## config.mk

```make
export PLATFORM = sky130hd
export DESIGN_NAME = prog_fetch_unit
export DESIGN_NICKNAME = d
export VERILOG_FILES = /design/src/rtl/mcs51_pkg.sv /design/src/rtl/mcs51_len_lut.sv /design/src/rtl/prog_fetch_unit.sv
export SDC_FILE = /design/constraint.sdc
export NUM_CORES = 1
export LEC_CHECK = 0
export CAP_MARGIN = 40
export CELL_PAD_IN_SITES_DETAIL_PLACEMENT = 1
export CELL_PAD_IN_SITES_GLOBAL_PLACEMENT = 1
export CORE_MARGIN = 1.5
export CORE_UTILIZATION = 40
export DETAILED_ROUTE_END_ITERATION = 10
export PLACE_DENSITY = 0.85
export SLEW_MARGIN = 20
export SYNTH_ARGS = -nofsm -noshare
export SYNTH_HDL_FRONTEND = slang
export SYNTH_SLANG_ARGS = --single-unit
```

## constraint.sdc

```tcl
create_clock -name clk -period 6.1 [get_ports clk]
set_clock_uncertainty 0.2 [all_clocks]
set_input_delay 0.61 -clock clk [delete_from_list [all_inputs] [get_ports clk]]
set_output_delay 0.61 -clock clk [all_outputs]
set_load 0.02 [all_outputs]
```

## src/rtl/mcs51_pkg.sv

```systemverilog
// Shared MCS-51 fetch definitions: fetch state encoding, instruction length
// type and opcode constants used by the fetch unit and its testbench.
package mcs51_pkg;

    typedef logic [2:0] fetch_state_t;

    localparam fetch_state_t ST_IDLE = 3'd0;
    localparam fetch_state_t ST_OP   = 3'd1;
    localparam fetch_state_t ST_B1   = 3'd2;
    localparam fetch_state_t ST_B2   = 3'd3;
    localparam fetch_state_t ST_HOLD = 3'd4;

    typedef logic [1:0] instr_len_t;

    localparam instr_len_t LEN1 = 2'd1;
    localparam instr_len_t LEN2 = 2'd2;
    localparam instr_len_t LEN3 = 2'd3;

    localparam logic [7:0] OP_NOP         = 8'h00;
    localparam logic [7:0] OP_LJMP        = 8'h02;
    localparam logic [7:0] OP_MOV_A_IMM   = 8'h74;
    localparam logic [7:0] OP_MOV_DIR_IMM = 8'h75;

endpackage

```

## src/rtl/mcs51_len_lut.sv

```systemverilog
// Combinational MCS-51 opcode -> instruction byte length (1..3), full map.
module mcs51_len_lut
    import mcs51_pkg::*;
(
    input  logic [7:0] i_opcode,
    output logic [1:0] o_len
);

    logic [3:0] w_hi;
    logic [3:0] w_lo;

    assign w_hi = i_opcode[7:4];
    assign w_lo = i_opcode[3:0];

    // Column x1 is AJMP/ACALL in every row; other columns decoded per row.
    always_comb begin
        o_len = LEN1;
        if (w_lo == 4'h1) begin
            o_len = LEN2;
        end else begin
            case (w_hi)
                4'h0: begin
                    if (w_lo == 4'h2)      o_len = LEN3;
                    else if (w_lo == 4'h5) o_len = LEN2;
                end
                4'h1: begin
                    if (w_lo == 4'h0 || w_lo == 4'h2) o_len = LEN3;
                    else if (w_lo == 4'h5)            o_len = LEN2;
                end
                4'h2, 4'h3: begin
                    if (w_lo == 4'h0)                      o_len = LEN3;
                    else if (w_lo == 4'h4 || w_lo == 4'h5) o_len = LEN2;
                end
                4'h4, 4'h5, 4'h6: begin
                    if (w_lo == 4'h3)                             o_len = LEN3;
                    else if (w_lo == 4'h0 || w_lo == 4'h2 ||
                             w_lo == 4'h4 || w_lo == 4'h5)        o_len = LEN2;
                end
                4'h7: begin
                    if (w_lo == 4'h5)      o_len = LEN3;
                    else if (w_lo != 4'h3) o_len = LEN2;
                end
                4'h8: begin
                    if (w_lo == 4'h5)                           o_len = LEN3;
                    else if (w_lo != 4'h3 && w_lo != 4'h4)      o_len = LEN2;
                end
                4'h9: begin
                    if (w_lo == 4'h0)                           o_len = LEN3;
                    else if (w_lo == 4'h2 || w_lo == 4'h4 ||
                             w_lo == 4'h5)                      o_len = LEN2;
                end
                4'hA: begin
                    if (w_lo == 4'h0 || w_lo == 4'h2 || w_lo >= 4'h6) o_len = LEN2;
                end
                4'hB: begin
                    if (w_lo >= 4'h4)                           o_len = LEN3;
                    else if (w_lo == 4'h0 || w_lo == 4'h2)      o_len = LEN2;
                end
                4'hC: begin
                    if (w_lo == 4'h0 || w_lo == 4'h2 || w_lo == 4'h5) o_len = LEN2;
                end
                4'hD: begin
                    if (w_lo == 4'h5)                           o_len = LEN3;
                    else if (w_lo == 4'h0 || w_lo == 4'h2 ||
                             w_lo >= 4'h8)                      o_len = LEN2;
                end
                default: begin
                    if (w_lo == 4'h5) o_len = LEN2;
                end
            endcase
        end
    end

endmodule

```

## src/rtl/prog_fetch_unit.sv

```systemverilog
// Program-memory fetch unit: drives ROM cs_n/address, assembles 1..3 byte
// MCS-51 instructions, hands them over valid/ready. FETCH_INSTR_CNT_EN adds fetch_cnt.
module prog_fetch_unit
    import mcs51_pkg::*;
#(
    parameter int ADDRWIDTH = 8
) (
    input  logic                 clk,
`ifdef FETCH_INSTR_CNT_EN
    output logic [15:0]          fetch_cnt,
`endif
    input  logic                 rst,
    output logic                 mem_cs_n,
    output logic [ADDRWIDTH-1:0] mem_addr,
    input  logic [7:0]           mem_dout,
    output logic                 instr_valid,
    input  logic                 instr_ready,
    output logic [7:0]           instr_op,
    output logic [7:0]           instr_b1,
    output logic [7:0]           instr_b2,
    output logic [1:0]           instr_len,
    output logic [ADDRWIDTH-1:0] instr_pc,
    input  logic                 jmp_en,
    input  logic [ADDRWIDTH-1:0] jmp_addr
);

    fetch_state_t         r_state;
    logic [ADDRWIDTH-1:0] r_pc;
    logic [ADDRWIDTH-1:0] r_addr;
    logic                 r_cs_n;
    logic                 r_valid;
    logic [7:0]           r_op;
    logic [7:0]           r_b1;
    logic [7:0]           r_b2;
    instr_len_t           r_len;
    logic [ADDRWIDTH-1:0] r_ipc;
    logic [1:0]           w_len;
    logic                 w_accept;

    mcs51_len_lut u_len_lut (
        .i_opcode (mem_dout),
        .o_len    (w_len)
    );

    assign w_accept = r_valid & instr_ready & ~jmp_en;

    // r_pc holds the opcode address until the last byte is in, so B1/B2
    // addresses are formed as pc+1/pc+2 and wrap naturally.
    always_ff @(posedge clk) begin
        if (rst) begin
            r_state <= ST_IDLE;
            r_pc    <= '0;
            r_addr  <= '0;
            r_cs_n  <= 1'b1;
            r_valid <= 1'b0;
            r_op    <= '0;
            r_b1    <= '0;
            r_b2    <= '0;
            r_len   <= LEN1;
            r_ipc   <= '0;
        end else if (jmp_en) begin
            r_pc    <= jmp_addr;
            r_addr  <= jmp_addr;
            r_cs_n  <= 1'b0;
            r_valid <= 1'b0;
            r_state <= ST_OP;
        end else begin
            case (r_state)
                ST_IDLE: begin
                    r_addr  <= r_pc;
                    r_cs_n  <= 1'b0;
                    r_state <= ST_OP;
                end
                ST_OP: begin
                    r_op  <= mem_dout;
                    r_ipc <= r_pc;
                    r_b1  <= '0;
                    r_b2  <= '0;
                    r_len <= w_len;
                    if (w_len == LEN1) begin
                        r_pc    <= r_pc + ADDRWIDTH'(1);
                        r_cs_n  <= 1'b1;
                        r_valid <= 1'b1;
                        r_state <= ST_HOLD;
                    end else begin
                        r_addr  <= r_pc + ADDRWIDTH'(1);
                        r_state <= ST_B1;
                    end
                end
                ST_B1: begin
                    r_b1 <= mem_dout;
                    if (r_len == LEN2) begin
                        r_pc    <= r_pc + ADDRWIDTH'(2);
                        r_cs_n  <= 1'b1;
                        r_valid <= 1'b1;
                        r_state <= ST_HOLD;
                    end else begin
                        r_addr  <= r_pc + ADDRWIDTH'(2);
                        r_state <= ST_B2;
                    end
                end
                ST_B2: begin
                    r_b2    <= mem_dout;
                    r_pc    <= r_pc + ADDRWIDTH'(3);
                    r_cs_n  <= 1'b1;
                    r_valid <= 1'b1;
                    r_state <= ST_HOLD;
                end
                ST_HOLD: begin
                    if (w_accept) begin
                        r_valid <= 1'b0;
                        r_addr  <= r_pc;
                        r_cs_n  <= 1'b0;
                        r_state <= ST_OP;
                    end
                end
                default: begin
                    r_state <= ST_IDLE;
                end
            endcase
        end
    end

`ifdef FETCH_INSTR_CNT_EN
    logic [15:0] r_fetch_cnt;

    always_ff @(posedge clk) begin
        if (rst) begin
            r_fetch_cnt <= '0;
        end else if (w_accept && (r_fetch_cnt != '1)) begin
            r_fetch_cnt <= r_fetch_cnt + 16'd1;
        end
    end

    assign fetch_cnt = r_fetch_cnt;
`endif

    assign mem_cs_n    = r_cs_n;
    assign mem_addr    = r_addr;
    assign instr_valid = r_valid;
    assign instr_op    = r_op;
    assign instr_b1    = r_b1;
    assign instr_b2    = r_b2;
    assign instr_len   = r_len;
    assign instr_pc    = r_ipc;

endmodule

```

After elaboration in Yosys (flattened, before gate mapping)
Index checks and enable logic that the tools add are counted.

Divide/modulo/power cells: 0. Multipliers: 0. Magnitude comparators: 3. Multiplexer cells: 43. Add/sub/neg operators: 3. Shift-type cells: 0. Equal/unequal tests: 34. Reduce and logical (&&, ||, !) cells: 29. Bitwise operators: 3.

Operators by type and width (number): $mux 8 (7); $mux 2 (20); $pmux 8 s2 (2); $pmux 8 s4 (1); $eq 4x3->1 const B (6); $eq 4x4->1 const B (6); $pmux 8 s3 (1); $pmux 2 s11 (1); $add 8x2->8 const B (2); $eq 4x2->1 const B (4); $ne 3x3->1 const B (5); $pmux 3 s5 (1); $reduce_and 4->1 (3); $logic_or 1x1->1 (9); $mux 3 (3); $add 8x1->8 const B (1); $eq 4x1->1 const B (2); $ge 4x3->1 const B (2); $logic_not 4->1 (2); $reduce_bool 4->1 (2); $eq 3x2->1 const B (2); $ne 2x2->1 const B (3); $reduce_and 2->1 (3); $reduce_bool 6->1 (1); other kinds (19) (26).

Flip-flop bits (word level): 55. Output and inout port bits: 44. Memories: 0. Bits of input ports: 20. Bits in latches: 0. Memory bits (read-only): 0. RAM bits: 0.

Longest topological paths before layout
Gate-level depths: netlist of run 1.

Depth after elaboration: 12. Depth in mapped cells: 9.

Hierarchy
Synthesis of run 1 repeated with hierarchy kept, for this count alone.

Cells, all modules: 418. Area total of the unflattened synthesis: 3328.2 µm².

Modules (own cells, without submodules): prog_fetch_unit (times used 1, cells an instance 347, area each 2816.5 µm²); mcs51_len_lut (times used 1, cells an instance 71, area each 511.7 µm²).

Worst setup path after synthesis of run 1
No wires, ideal clock.

Kind: input port to flip-flop. Start: input port mem_dout[6]. End: register r_addr[1] (netlist: mem_addr[1]). Data arrival time: 2.626 ns. Path buffers: 1. Library setup time: 0.101 ns. Path slack: 3.173 ns. Stages: 8. Path through: nor2b_1 > buf_6 > a22o_1 > and3_1 > or4_4 > o41a_1 > or4b_1 > o41ai_1.

Cells in the longest elaborated chain, start to end: 7. Elaborated cells between the ends (all ways): 21. Those cells by class: eq/ne (15); mux (2); reduce/logical (4).

Ends and longest elaborated chain: from (decl) (line prog_fetch_unit.sv:15) `input logic [7:0] mem_dout,`; $eq 4x3->1 / $eq 4x2->1 (equally long branches) (line mcs51_len_lut.sv:21) `case (w_hi)`; $reduce_or 3->1 / $reduce_or 2->1 (equally long branches) (line mcs51_len_lut.sv:21); $pmux 2 s11 (*) (line mcs51_len_lut.sv:21); $mux 2 (*) (line mcs51_len_lut.sv:18) `if (w_lo == 4'h1) begin`; $eq 2x1->1 (*) (line prog_fetch_unit.sv:80) `if (w_len == LEN1) begin`; $ne 3x3->1 (no line) (*); $reduce_and 4->1 (no line) (*); to (signal assigned) (line prog_fetch_unit.sv:70) `r_addr <= r_pc;`; to (signal assigned) (line prog_fetch_unit.sv:86) `r_addr <= r_pc + ADDRWIDTH'(1);`; to (signal assigned) (line prog_fetch_unit.sv:98) `r_addr <= r_pc + ADDRWIDTH'(2);`; to (decl) (line prog_fetch_unit.sv:29) `logic [ADDRWIDTH-1:0] r_addr;`.

Every way passes the cells marked *; elsewhere a longest branch is shown, timed or not. A chain may end at the register's enable or synchronous reset.

Worst setup path after layout of run 1
Start: input port mem_dout[5]. End: register r_pc[4].

Cells in the longest elaborated chain, start to end: 7. Elaborated cells between the ends (all ways): 21. Those cells by class: eq/ne (15); mux (2); reduce/logical (4).

Ends and longest elaborated chain: $eq 4x3->1 / $eq 4x2->1 (equally long branches) (line mcs51_len_lut.sv:21); $reduce_or 3->1 / $reduce_or 2->1 (equally long branches) (line mcs51_len_lut.sv:21); $pmux 2 s11 (*) (line mcs51_len_lut.sv:21); $mux 2 (*) (line mcs51_len_lut.sv:18); $eq 2x1->1 (*) (line prog_fetch_unit.sv:80); $ne 3x3->1 (no line) (*); $reduce_and 3->1 (no line) (*); to (signal assigned) (line prog_fetch_unit.sv:81) `r_pc <= r_pc + ADDRWIDTH'(1);`; to (signal assigned) (line prog_fetch_unit.sv:93) `r_pc <= r_pc + ADDRWIDTH'(2);`; to (signal assigned) (line prog_fetch_unit.sv:104) `r_pc <= r_pc + ADDRWIDTH'(3);`; to (decl) (line prog_fetch_unit.sv:28) `logic [ADDRWIDTH-1:0] r_pc;`.

Marked as above.

==> reports/qor.yml, run 1 <==
floorplanning:
  num_io_pins: 64
  die-height_um: 93.0
  die_w_um: 93.0
  core_area_um2: 7770
  rows: 32
  start_util_pct: 41.7
  die_area_um2: 8640
synthesis:
  syn_area_um2: 3240
  yosys.area_share.simple_pct: 26.4
  synth-main-ff-cell: "dfxtp_1"
  synth-compound-area-share_pct: 28.6
  ys.warnings.count: 0
  syn_avg_cell_area_um2: 7.43
  async_flop_share_pct: 0
  synth_fa_ha_area_share_pct: 1.55
  muxShareOfSynthArea_pct: 0.618
  synth_top_family_by_area: "compound AO/OA/AOI/OAI gates"
  synth.net_count: 460
  synthXorXnorAreaFrac_pct: 2.16
  yosysUniqueCellTypes: 60
  ys_ff_latch: 55
  synth_cells: 436
  synth_edf_count: 0
  ys_seq_area_share_pct: 34.0
power:
  ir_drop_v: 0.000134
  total_power_mw: 0.808
  powerDensity_nw_per_um2: 203
  p_leak_nw: 1.41
sta:
  slew_viol_final: 0
  setup_violations: 0
  fin_ws_ps: 2340
  final.setup.tns_ps: 0
  rsz0062_at_grt: "false"
  fmax_mhz: 266
  max-slew-margin-rel_pct: 49.3
  hold_viol_final: 0
  period_share_pct: 61.7
  tightest_slew_ps: 758
  holdWs_ps: 264
  period_minus_slack_ps: 3760
drt:
  drt_wl_total_mm: 10.6
  wl_per_cell_um: 18.4
  dr_total_vias: 3363
  drc: 0
  dr.pass1.iters: 4
  drt_iter0_markers: 329
  antenna_left: 0
  drt-vias-per-instance: 5.84
final_layout:
  num_antenna_cells: 0
  layout.cells.non_filler: 576
  fin_util_pct: 51.2
  nNetsFinal: 498
  mostFrequentLayoutCells: "62 x clkdlybuf4s50_1, 60 x nand2_1, 55 x dfxtp_1, 51 x a21oi_1, 33 x nor2_1"
  final_common_cell: "clkdlybuf4s50_1"
  synthToLayoutAreaGrowth_pct: 22.9
  drive_gt1_share_pct: 3.38
  stdcell_area_um2: 3980
worst_setup_path:
  worstPathMaxFanout: 23
  r2r_setup_slack_ps: 3300
  crit_path_start: "mem_dout[5]"
  r2r_start: "r_state[0]$_SDFFE_PP0N_"
  cp-endpoint: "r_pc[4]$_SDFFE_PP0P_"
  r2r_end: "r_pc[7]$_SDFFE_PP0P_"
  worstRegToRegCells: 7
  worstSetupEndpointType: "flip-flop"
  criticalPathCategory: "in -> reg"
  critPathLaunchType: "primary input"
  critPathArrivalTime_ps: 3820
  required_ps: 6150
placement:
  port_buffers: 63
  gp_congestion: 0.895
  place_area_um2: 3890
  dpl_worst_slack_ps: 2060
  post-dp-hpwl_mm: 7.55
  dp.cells: 569
global_route:
  antenna_found_initial: 0
  grt_overflow: 0
  met3_usage_pct: 4.23
  grt_pass1_wl_mm: 17.7
  use_met1_pct: 35.0
  grt_pass1_vias: 3447
  grt_max_degree: 40
  grt.total_usage_pct: 25.5
  top_usage_layer: "met2"
  grtUsageMet2_pct: 42.2
run:
  cap_violations: 0
clock_tree:
  clk_pin_slew_ps: 100
  ctsResizeCount: 0
  cts_max_level: 2
  cts_tree: "done"
  hold_buffers: 0
  clk_latency_ps: 300
  cts_buffer_depth: 2
  cts.sinks: 55
  post_cts_buffers: 0
  cts_made_buffers: 5
  root_buffer: "clkbuf_8"
outcome:
  status: "completed"
hold_path:
  min_path_type: "reg -> reg"
==> critical path, stage by stage <==
cell,delay (ps)
clkdlybuf4s50_1,800
nor4b_1,800
o21ai_0,180
a221oi_1,310
a21o_1,160
o31a_1,470
or2_1,280
o211a_1,200
==> logic make-up after synthesis <==
family,after synthesis
simple gates,171
compound gates,142
flops,55
buf+inv,54
xor+xnor,8
fa+ha+maj,4
mux,2
==> worst min path at each step <==
| stage | from | to | slack [ps] | cells after the start |
|---|---|---|---|---|
| after floorplan | r_pc[7]$_SDFFE_PP0P_ | instr_pc[7]$_SDFFE_PP0P_ | 270 | 2 |
| after global placement | instr_b2[6]$_SDFFE_PP0P_ | instr_b2[6]$_SDFFE_PP0P_ | 240 | 2 |
| after detailed placement | instr_op[7]$_SDFFE_PP0P_ | instr_op[7]$_SDFFE_PP0P_ | 260 | 2 |
| after CTS | instr_b2[4]$_SDFFE_PP0P_ | instr_b2[4]$_SDFFE_PP0P_ | 270 | 2 |
| after global routing | instr_b2[6]$_SDFFE_PP0P_ | instr_b2[6]$_SDFFE_PP0P_ | 290 | 2 |
| final | instr_b2[6]$_SDFFE_PP0P_ | instr_b2[6]$_SDFFE_PP0P_ | 260 | 2 |
==> report_power, final <==
group	internal, mW	total (mW)	switching (mW)
clock	0.0896	0.207	0.117
sequential	0.377	0.401	0.0241
combinational	0.0816	0.201	0.119
total	0.548	0.808	0.260
==> state kept, by name, indices dropped and copies added, names as in the netlist <==
signal,cells
r_pc,8
instr_b1,8
instr_pc,8
r_state,3
instr_len,2
instr_valid,1
mem_cs_n,1
instr_op,8
instr_b2,8
mem_addr,8
==> cell usage after synthesis, drive strengths merged (8+ instances only) <==
master / n / share of area [%]
buf: 8 / 1.3
nor2: 34 / 4.0
inv: 16 / 1.9
a21oi: 51 / 7.9
nand2: 60 / 7.0
nand2b: 13 / 2.5
o21ai: 22 / 3.4
nor3: 9 / 1.4
clkbuf: 30 / 3.5
nor2b: 9 / 1.7
a22oi: 9 / 2.1
dfxtp: 55 / 34
nand3: 15 / 2.3
a211oi: 8 / 1.9
==> layout make-up <==
type / count / area, um2
Sequential cell: 55 / 1100
Timing Repair Buffer: 69 / 681
Tap cell: 102 / 128
Inverter: 16 / 60.1
Fill cell: 990 / 3790
Clock buffer: 6 / 82.6
Multi-Input combinational cell: 327 / 1920
Clock inverter: 1 / 5.00
==> routing by layer <==
layer / up-vias / routed length, um
met3: 6 / 534
met4: 0 / 72
met2: 99 / 4950
met5: - / 0
met1: 1622 / 5020
li1: 1636 / -
Note: power is estimated with default switching activity, not from simulation.
==> run 2: changes to the inputs <==
--- a/config.mk
+++ b/config.mk
@@ -9,9 +9,9 @@
 export CELL_PAD_IN_SITES_DETAIL_PLACEMENT = 1
 export CELL_PAD_IN_SITES_GLOBAL_PLACEMENT = 1
 export CORE_MARGIN = 1.5
-export CORE_UTILIZATION = 40
+export CORE_UTILIZATION = 34
 export DETAILED_ROUTE_END_ITERATION = 10
-export PLACE_DENSITY = 0.85
+export PLACE_DENSITY = 0.77
 export SLEW_MARGIN = 20
 export SYNTH_ARGS = -nofsm -noshare
 export SYNTH_HDL_FRONTEND = slang
==> constraint.sdc (replaced) <==
create_clock -name clk -period 3.4 [get_ports clk]
set_clock_uncertainty 0.2 [all_clocks]
set_input_delay 0.34 -clock clk [delete_from_list [all_inputs] [get_ports clk]]
set_output_delay 0.34 -clock clk [all_outputs]
set_load 0.02 [all_outputs]
==> run 2 against run 1 <==
Compared with the run above: die area grew 17%; core utilization shrank 5.2 points; critical path type unchanged; critical path depth is the same; highest routed layer unchanged; register-to-register slack lost 2300 ps; wire length grew 3.1%; via count grew 5.4%; non-clock buffer count grew 31; final cell count grew 10%; global-route usage shrank 3.3 points; power grew 86%; cell area grew 6.9%.
==> reports/qor.yml, run 2 (same netlist as run 1, synthesis figures left out) <==
worst_setup_path:
  worstSetupEndpointType: "flip-flop"
  critPathArrivalTime_ps: 3070  # -750 ps
  r2r_setup_slack_ps: 980  # -2320 ps
  worstPathMaxFanout: 8  # -65%
  r2r_start: "r_state[1]$_SDFFE_PP0N_"
  required_ps: 3430  # -2720 ps
  crit_path_start: "mem_dout[4]"
  r2r_end: "mem_addr[0]$_SDFFE_PP0P_"
  criticalPathCategory: "in -> reg"
  critPathLaunchType: "primary input"
  worstRegToRegCells: 7  # unchanged
placement:
  gp_congestion: 0.840  # -6.1%
  post-dp-hpwl_mm: 8.24  # +9.1%
  dp.cells: 627  # +10%
  port_buffers: 63  # unchanged
  dpl_worst_slack_ps: 14.7  # -2050 ps
final_layout:
  synthToLayoutAreaGrowth_pct: 31.3
  layout.cells.non_filler: 635  # +10%
  seqCellArea_um2: 1100  # unchanged
  nNetsFinal: 529  # +6.2%
  multi_input_area_um2: 1920  # unchanged
  fillers: 1156  # +17%
  num_antenna_cells: 0  # unchanged
  mostFrequentLayoutCells: "62 x clkdlybuf4s50_1, 60 x nand2_1, 55 x dfxtp_1, 51 x a21oi_1, 36 x buf_4"
  final_common_cell: "clkdlybuf4s50_1"
  drive_gt1_share_pct: 9.49  # +6.1 points
floorplanning:
  rows: 35  # +9.4%
  start_util_pct: 35.0  # -6.6 points
  die_w_um: 101  # +8.2%
  core_area_um2: 9240  # +19%
  die_area_um2: 10100  # +17%
  die-height_um: 101  # +8.2%
  num_io_pins: 64  # unchanged
clock_tree:
  ctsResizeCount: 0  # unchanged
  cts_max_level: 2  # unchanged
  clk_pin_slew_ps: 110  # about the same
  clk_latency_ps: 320  # +20 ps
  cts_made_buffers: 5  # unchanged
  cts.sinks: 55  # unchanged
  cts_buffer_depth: 2  # unchanged
  root_buffer: "clkbuf_8"
  cts_tree: "done"
  hold_buffers: 0  # unchanged
  post_cts_buffers: 0  # unchanged
drt:
  drc: 0  # unchanged
  dr_total_vias: 3544  # +5.4%
  drt_iter0_markers: 108  # -67%
  wl_per_cell_um: 17.2  # -6.5%
  drt-vias-per-instance: 5.58  # -4.4%
  drt_wl_total_mm: 10.9  # +3.1%
  dr.pass1.iters: 4  # unchanged
  antenna_left: 0  # unchanged
sta:
  final.setup.tns_ps: 0  # unchanged
  setup_violations: 0  # unchanged
  max-slew-margin-rel_pct: 53.6  # +4.3 points
  tightest_slew_ps: 696  # -62.2 ps
  period_minus_slack_ps: 3050
  fmax_mhz: 328
  holdWs_ps: 248  # -15.4 ps
  hold_viol_final: 0  # unchanged
  period_share_pct: 89.6
  rsz0062_at_grt: "false"
  fin_ws_ps: 354  # -1980 ps
  slew_viol_final: 0  # unchanged
global_route:
  grt.total_usage_pct: 22.2  # -3.3 points
  grt_overflow: 0  # unchanged
  grt_pass1_vias: 3557  # +3.2%
  grt_max_degree: 37  # -7.5%
  grt_pass1_wl_mm: 18.1  # +2.3%
  antenna_found_initial: 0  # unchanged
hold_path:
  min_path_type: "in -> reg"
  hold_end: "instr_op[1]$_SDFFE_PP0P_"
  holdPathStages: 2  # unchanged
  worstHoldStart: "rst"
power:
  switching_share_pct: 33.6  # +1.4 points
  pwr-share-seq_pct: 47.7  # -1.9 points
  cellInternalPower_mw: 1.00  # +83%
  comb_power_share_pct: 26.2  # +1.4 points
  powerDensity_nw_per_um2: 354  # +74%
  power_frac_clock_pct: 26.1  # +0.6 points
  p_switching_mw: 0.506  # +94%
  p_leak_nw: 1.56  # +11%
  ir_drop_v: 0.000177  # +32%
run:
  cap_violations: 0  # unchanged
outcome:
  status: "completed"
[run 2: cell type report]
type,instances,area share (%)
multi-input cells,327,45.2
flip-flops and latches,55,25.9
repair buffers,100,21.5
well taps,129,3.80
clock buffers,5,1.62
inverters,16,1.41
clock inverters,3,0.530
[run 2: worst max-delay path by stage]
stage	depth (start not counted)	to	slack [ps]
after global placement	8	mem_addr[1]$_SDFFE_PP0P_	80
after CTS	8	mem_addr[7]$_SDFFE_PP0P_	350
after floorplan	8	mem_addr[1]$_SDFFE_PP0P_	740
final	8	mem_addr[0]$_SDFFE_PP0P_	350
after global routing	8	mem_addr[1]$_SDFFE_PP0P_	220
after detailed placement	8	mem_addr[7]$_SDFFE_PP0P_	10
[run 2: power groups by stage]
stage	combinational (mW)	sequential (mW)	clock [mW]
5_1_grt	0.433	0.723	0.428
4_1_cts	0.398	0.718	0.399
3_5_place_dp	0.396	0.732	0
2_1_floorplan	0.212	0.740	0
6_report	0.395	0.718	0.393
3_3_place_gp	0.387	0.731	0
[run 2: metrics by stage]
step / util (%) / cell area, um2 / total power [mW]
6_report: 46.0 / 4250 / 1.51
5_1_grt: 46.0 / 4250 / 1.58
4_1_cts: 46.0 / 4250 / 1.51
3_5_place_dp: 45.0 / 4160 / 1.13
3_3_place_gp: 44.8 / 4140 / 1.12
2_1_floorplan: - / 3240 / 0.952
[run 2: metal layers]
metal	vias to the layer above	global-route usage, %	part of all wire, %
met5	-	0	0
met4	0	7.37	2.2
met3	17	2.77	3.3
met2	81	39.0	49
met1	1732	28.1	45
li1	1714	-	-
[run 2: worst max-delay path, stage by stage]
cell and delay (ps):
clkdlybuf4s50_1 630, nor4b_1 100, o211ai_1 210, a21boi_0 120, or4_4 560, o41a_1 540
or4b_1 500, o31ai_1 80
==> run 3: changes to the inputs <==
--- a/config.mk
+++ b/config.mk
@@ -8,10 +8,11 @@
 export CAP_MARGIN = 40
 export CELL_PAD_IN_SITES_DETAIL_PLACEMENT = 1
 export CELL_PAD_IN_SITES_GLOBAL_PLACEMENT = 1
-export CORE_MARGIN = 1.5
-export CORE_UTILIZATION = 34
+export CORE_MARGIN = 5
+export CORE_UTILIZATION = 37
+export CTS_CLUSTER_DIAMETER = 150
 export DETAILED_ROUTE_END_ITERATION = 10
-export PLACE_DENSITY = 0.77
+export PLACE_DENSITY = 0.79
 export SLEW_MARGIN = 20
 export SYNTH_ARGS = -nofsm -noshare
 export SYNTH_HDL_FRONTEND = slang
==> constraint.sdc (replaced) <==
create_clock -name clk -period 3 [get_ports clk]
set_clock_uncertainty 0.2 [all_clocks]
set_input_delay 0.3 -clock clk [delete_from_list [all_inputs] [get_ports clk]]
set_output_delay 0.3 -clock clk [all_outputs]
set_load 0.02 [all_outputs]
==> run 3 against run 2 <==
Compared with the run above: non-clock buffer count rose by 21; sequential share of layout area fell by 1.2 points; sequential power rose by 13%; final cell count did not move; clock power rose by 33%; worst hold slack got worse by 54 ps; first-iteration DRC count rose by 24%; register-to-register slack got worse by 420 ps; combinational power rose by 24%; flip-flop and latch count did not move; clock-buffer cell count did not move.
==> reports/qor.yml, run 3 (same netlist as run 1, synthesis figures left out) <==
sta:
  period_share_pct: 93.3
  hold_viol_final: 0  # unchanged
  fmax_mhz: 357
  tightest_slew_ps: 546  # -150 ps
  rsz0062_at_grt: "false"
  max-slew-margin-rel_pct: 63.5  # +9.9 points
  period_minus_slack_ps: 2800
  setup_violations: 0  # unchanged
  slew_viol_final: 0  # unchanged
clock_tree:
  cts_buffer_depth: 2  # unchanged
  root_buffer: "clkbuf_8"
  clk_latency_ps: 320  # about the same
  cts_max_level: 2  # unchanged
  cts_made_buffers: 5  # unchanged
  cts_tree: "done"
  cts.sinks: 55  # unchanged
  clk_pin_slew_ps: 100  # about the same
final_layout:
  drive_gt1_share_pct: 14.2  # +4.7 points
  seqCellArea_um2: 1100  # unchanged
  mostFrequentLayoutCells: "60 x nand2_1, 55 x dfxtp_1, 54 x clkdlybuf4s50_1, 53 x buf_4, 51 x a21oi_1"
  synthToLayoutAreaGrowth_pct: 37.9
  num_antenna_cells: 0  # unchanged
  nNetsFinal: 550  # +4.0%
  multi_input_area_um2: 1950  # +1.6%
  final_common_cell: "nand2_1"
  stdcell_area_um2: 4470  # +5.1%
  fillers: 1090  # -5.7%
  layout.cells.non_filler: 635  # unchanged
worst_setup_path:
  critPathArrivalTime_ps: 2840  # -230 ps
  worstPathMaxFanout: 7  # -1
  criticalPathCategory: "in -> reg"
  critPathLaunchType: "primary input"
  required_ps: 3050  # -380 ps
  r2r_start: "r_state[1]$_SDFFE_PP0N_"
  crit_path_start: "mem_dout[1]"
  worstSetupEndpointType: "flip-flop"
global_route:
  met3_usage_pct: 3.92  # +1.1 points
  grt_pass1_wl_mm: 19.5  # +7.7%
  grtUsageMet2_pct: 35.7  # -3.4 points
  use_met1_pct: 29.0  # +0.88 points
  grt_pass1_vias: 3773  # +6.1%
  antenna_found_initial: 0  # unchanged
  grt_overflow: 0  # unchanged
  grt_max_degree: 40  # +8.1%
  grt.total_usage_pct: 21.4  # -0.84 points
  top_usage_layer: "met2"
power:
  total_power_mw: 1.82  # +21%
  ir_drop_v: 0.000244  # +38%
  p_leak_nw: 1.75  # +12%
  powerDensity_nw_per_um2: 408  # +15%
drt:
  dr.pass1.iters: 5  # +1
  antenna_left: 0  # unchanged
  drt_wl_total_mm: 11.5  # +5.6%
  dr_total_vias: 3563  # +0.54%
  drc: 0  # unchanged
  drt-vias-per-instance: 5.61  # +0.54%
  wl_per_cell_um: 18.1  # +5.6%
  drt_iter0_markers: 134  # +24%
hold_path:
  worstHoldStart: "rst"
  min_path_type: "in -> reg"
placement:
  dp.cells: 624  # -0.48%
  place_area_um2: 4280  # +2.9%
  gp_congestion: 0.880  # +4.8%
  port_buffers: 63  # unchanged
  post-dp-hpwl_mm: 8.74  # +6.1%
outcome:
  status: "completed"
floorplanning:
  die_area_um2: 10700  # +6.0%
  num_io_pins: 64  # unchanged
  core_area_um2: 8640  # -6.5%
  start_util_pct: 37.5  # +2.5 points
  die-height_um: 104  # +2.9%
  rows: 34  # -2.9%
  die_w_um: 104  # +2.9%
run:
  cap_violations: 0  # unchanged
==> run 3: cell count changes in the layout (fill, tap and decap cells not counted), sizes merged <==
| cell | before | now |
|---|---|---|
| buf | 38 | 59 |
| clkdlybuf4s50 | 62 | 54 |
| dlymetal6s2s | 0 | 6 |
| dlygate4sd2 | 0 | 2 |
| bufinv | 0 | 1 |
| clkinv | 1 | 0 |
| clkinvlp | 0 | 1 |
| inv | 18 | 17 |
==> run 3: worst paths after layout <==
path	depth (start not counted)	slack, ps	endpoint
max reg2reg	9	560	mem_addr[4]$_SDFFE_PP0P_
min	2	190	instr_b2[3]$_SDFFE_PP0P_
max	10	200	mem_addr[4]$_SDFFE_PP0P_
min reg2reg	2	270	instr_b2[5]$_SDFFE_PP0P_
==> run 3: per-stage QoR <==
| stage | TNS [ps] | hold WS, ps | util [%] | setup WS [ps] |
|---|---|---|---|---|
| final | 0 | 194 | 51.7 | 201 |
| after global routing | 0 | 238 | 51.7 | 64.7 |
| after CTS | 0 | 185 | 51.0 | 10.4 |
| after detailed placement | -4190 | 252 | 49.6 | -406 |
| after global placement | -3380 | 241 | 49.3 | -298 |
| after floorplan | 0 | 270 | - | 383 |
==> run 3: critical path, stage by stage <==
cell and delay, ps:
dlygate4sd2_1 300, nor4b_1 170, o211ai_1 180, a21boi_0 120
or4_4 570, o41a_1 540, buf_4 190, nor2_2 120
buf_4 150, mux2i_1 180
==> run 3: where the power goes <==
| part | total (mW) | switching [mW] | leakage, nW | internal, mW |
|---|---|---|---|---|
| combinational | 0.489 | 0.267 | 1.24 | 0.223 |
| sequential | 0.809 | 0.0420 | 0.450 | 0.767 |
| clock | 0.524 | 0.272 | 0.0548 | 0.252 |
| total | 1.82 | 0.581 | 1.75 | 1.24 |
==> run 3: repair_timing <==
action,CTS,global route
setup buffers,1,2
cloned,0,0
pin swaps,1,1
gates resized for setup,3,14
hold buffers,0,0
setup endpoints to repair,2,9
endpoints found under the hold margin,0,0
==> run 3: cell type report <==
| cell class | instances | share of cell area, % |
|---|---|---|
| multi-input cells | 327 | 43.7 |
| repair buffers | 121 | 24.7 |
| flip-flops and latches | 55 | 24.6 |
| well taps | 108 | 3.03 |
| clock buffers | 5 | 1.54 |
| inverters | 16 | 1.34 |
| clock inverters | 3 | 1.04 |
==> run 3: metal layers <==
metal	vias up	share of wire, %
li1	1738	-
met1	1738	47
met2	75	47
met3	12	4.6
met4	0	0.97
met5	-	0
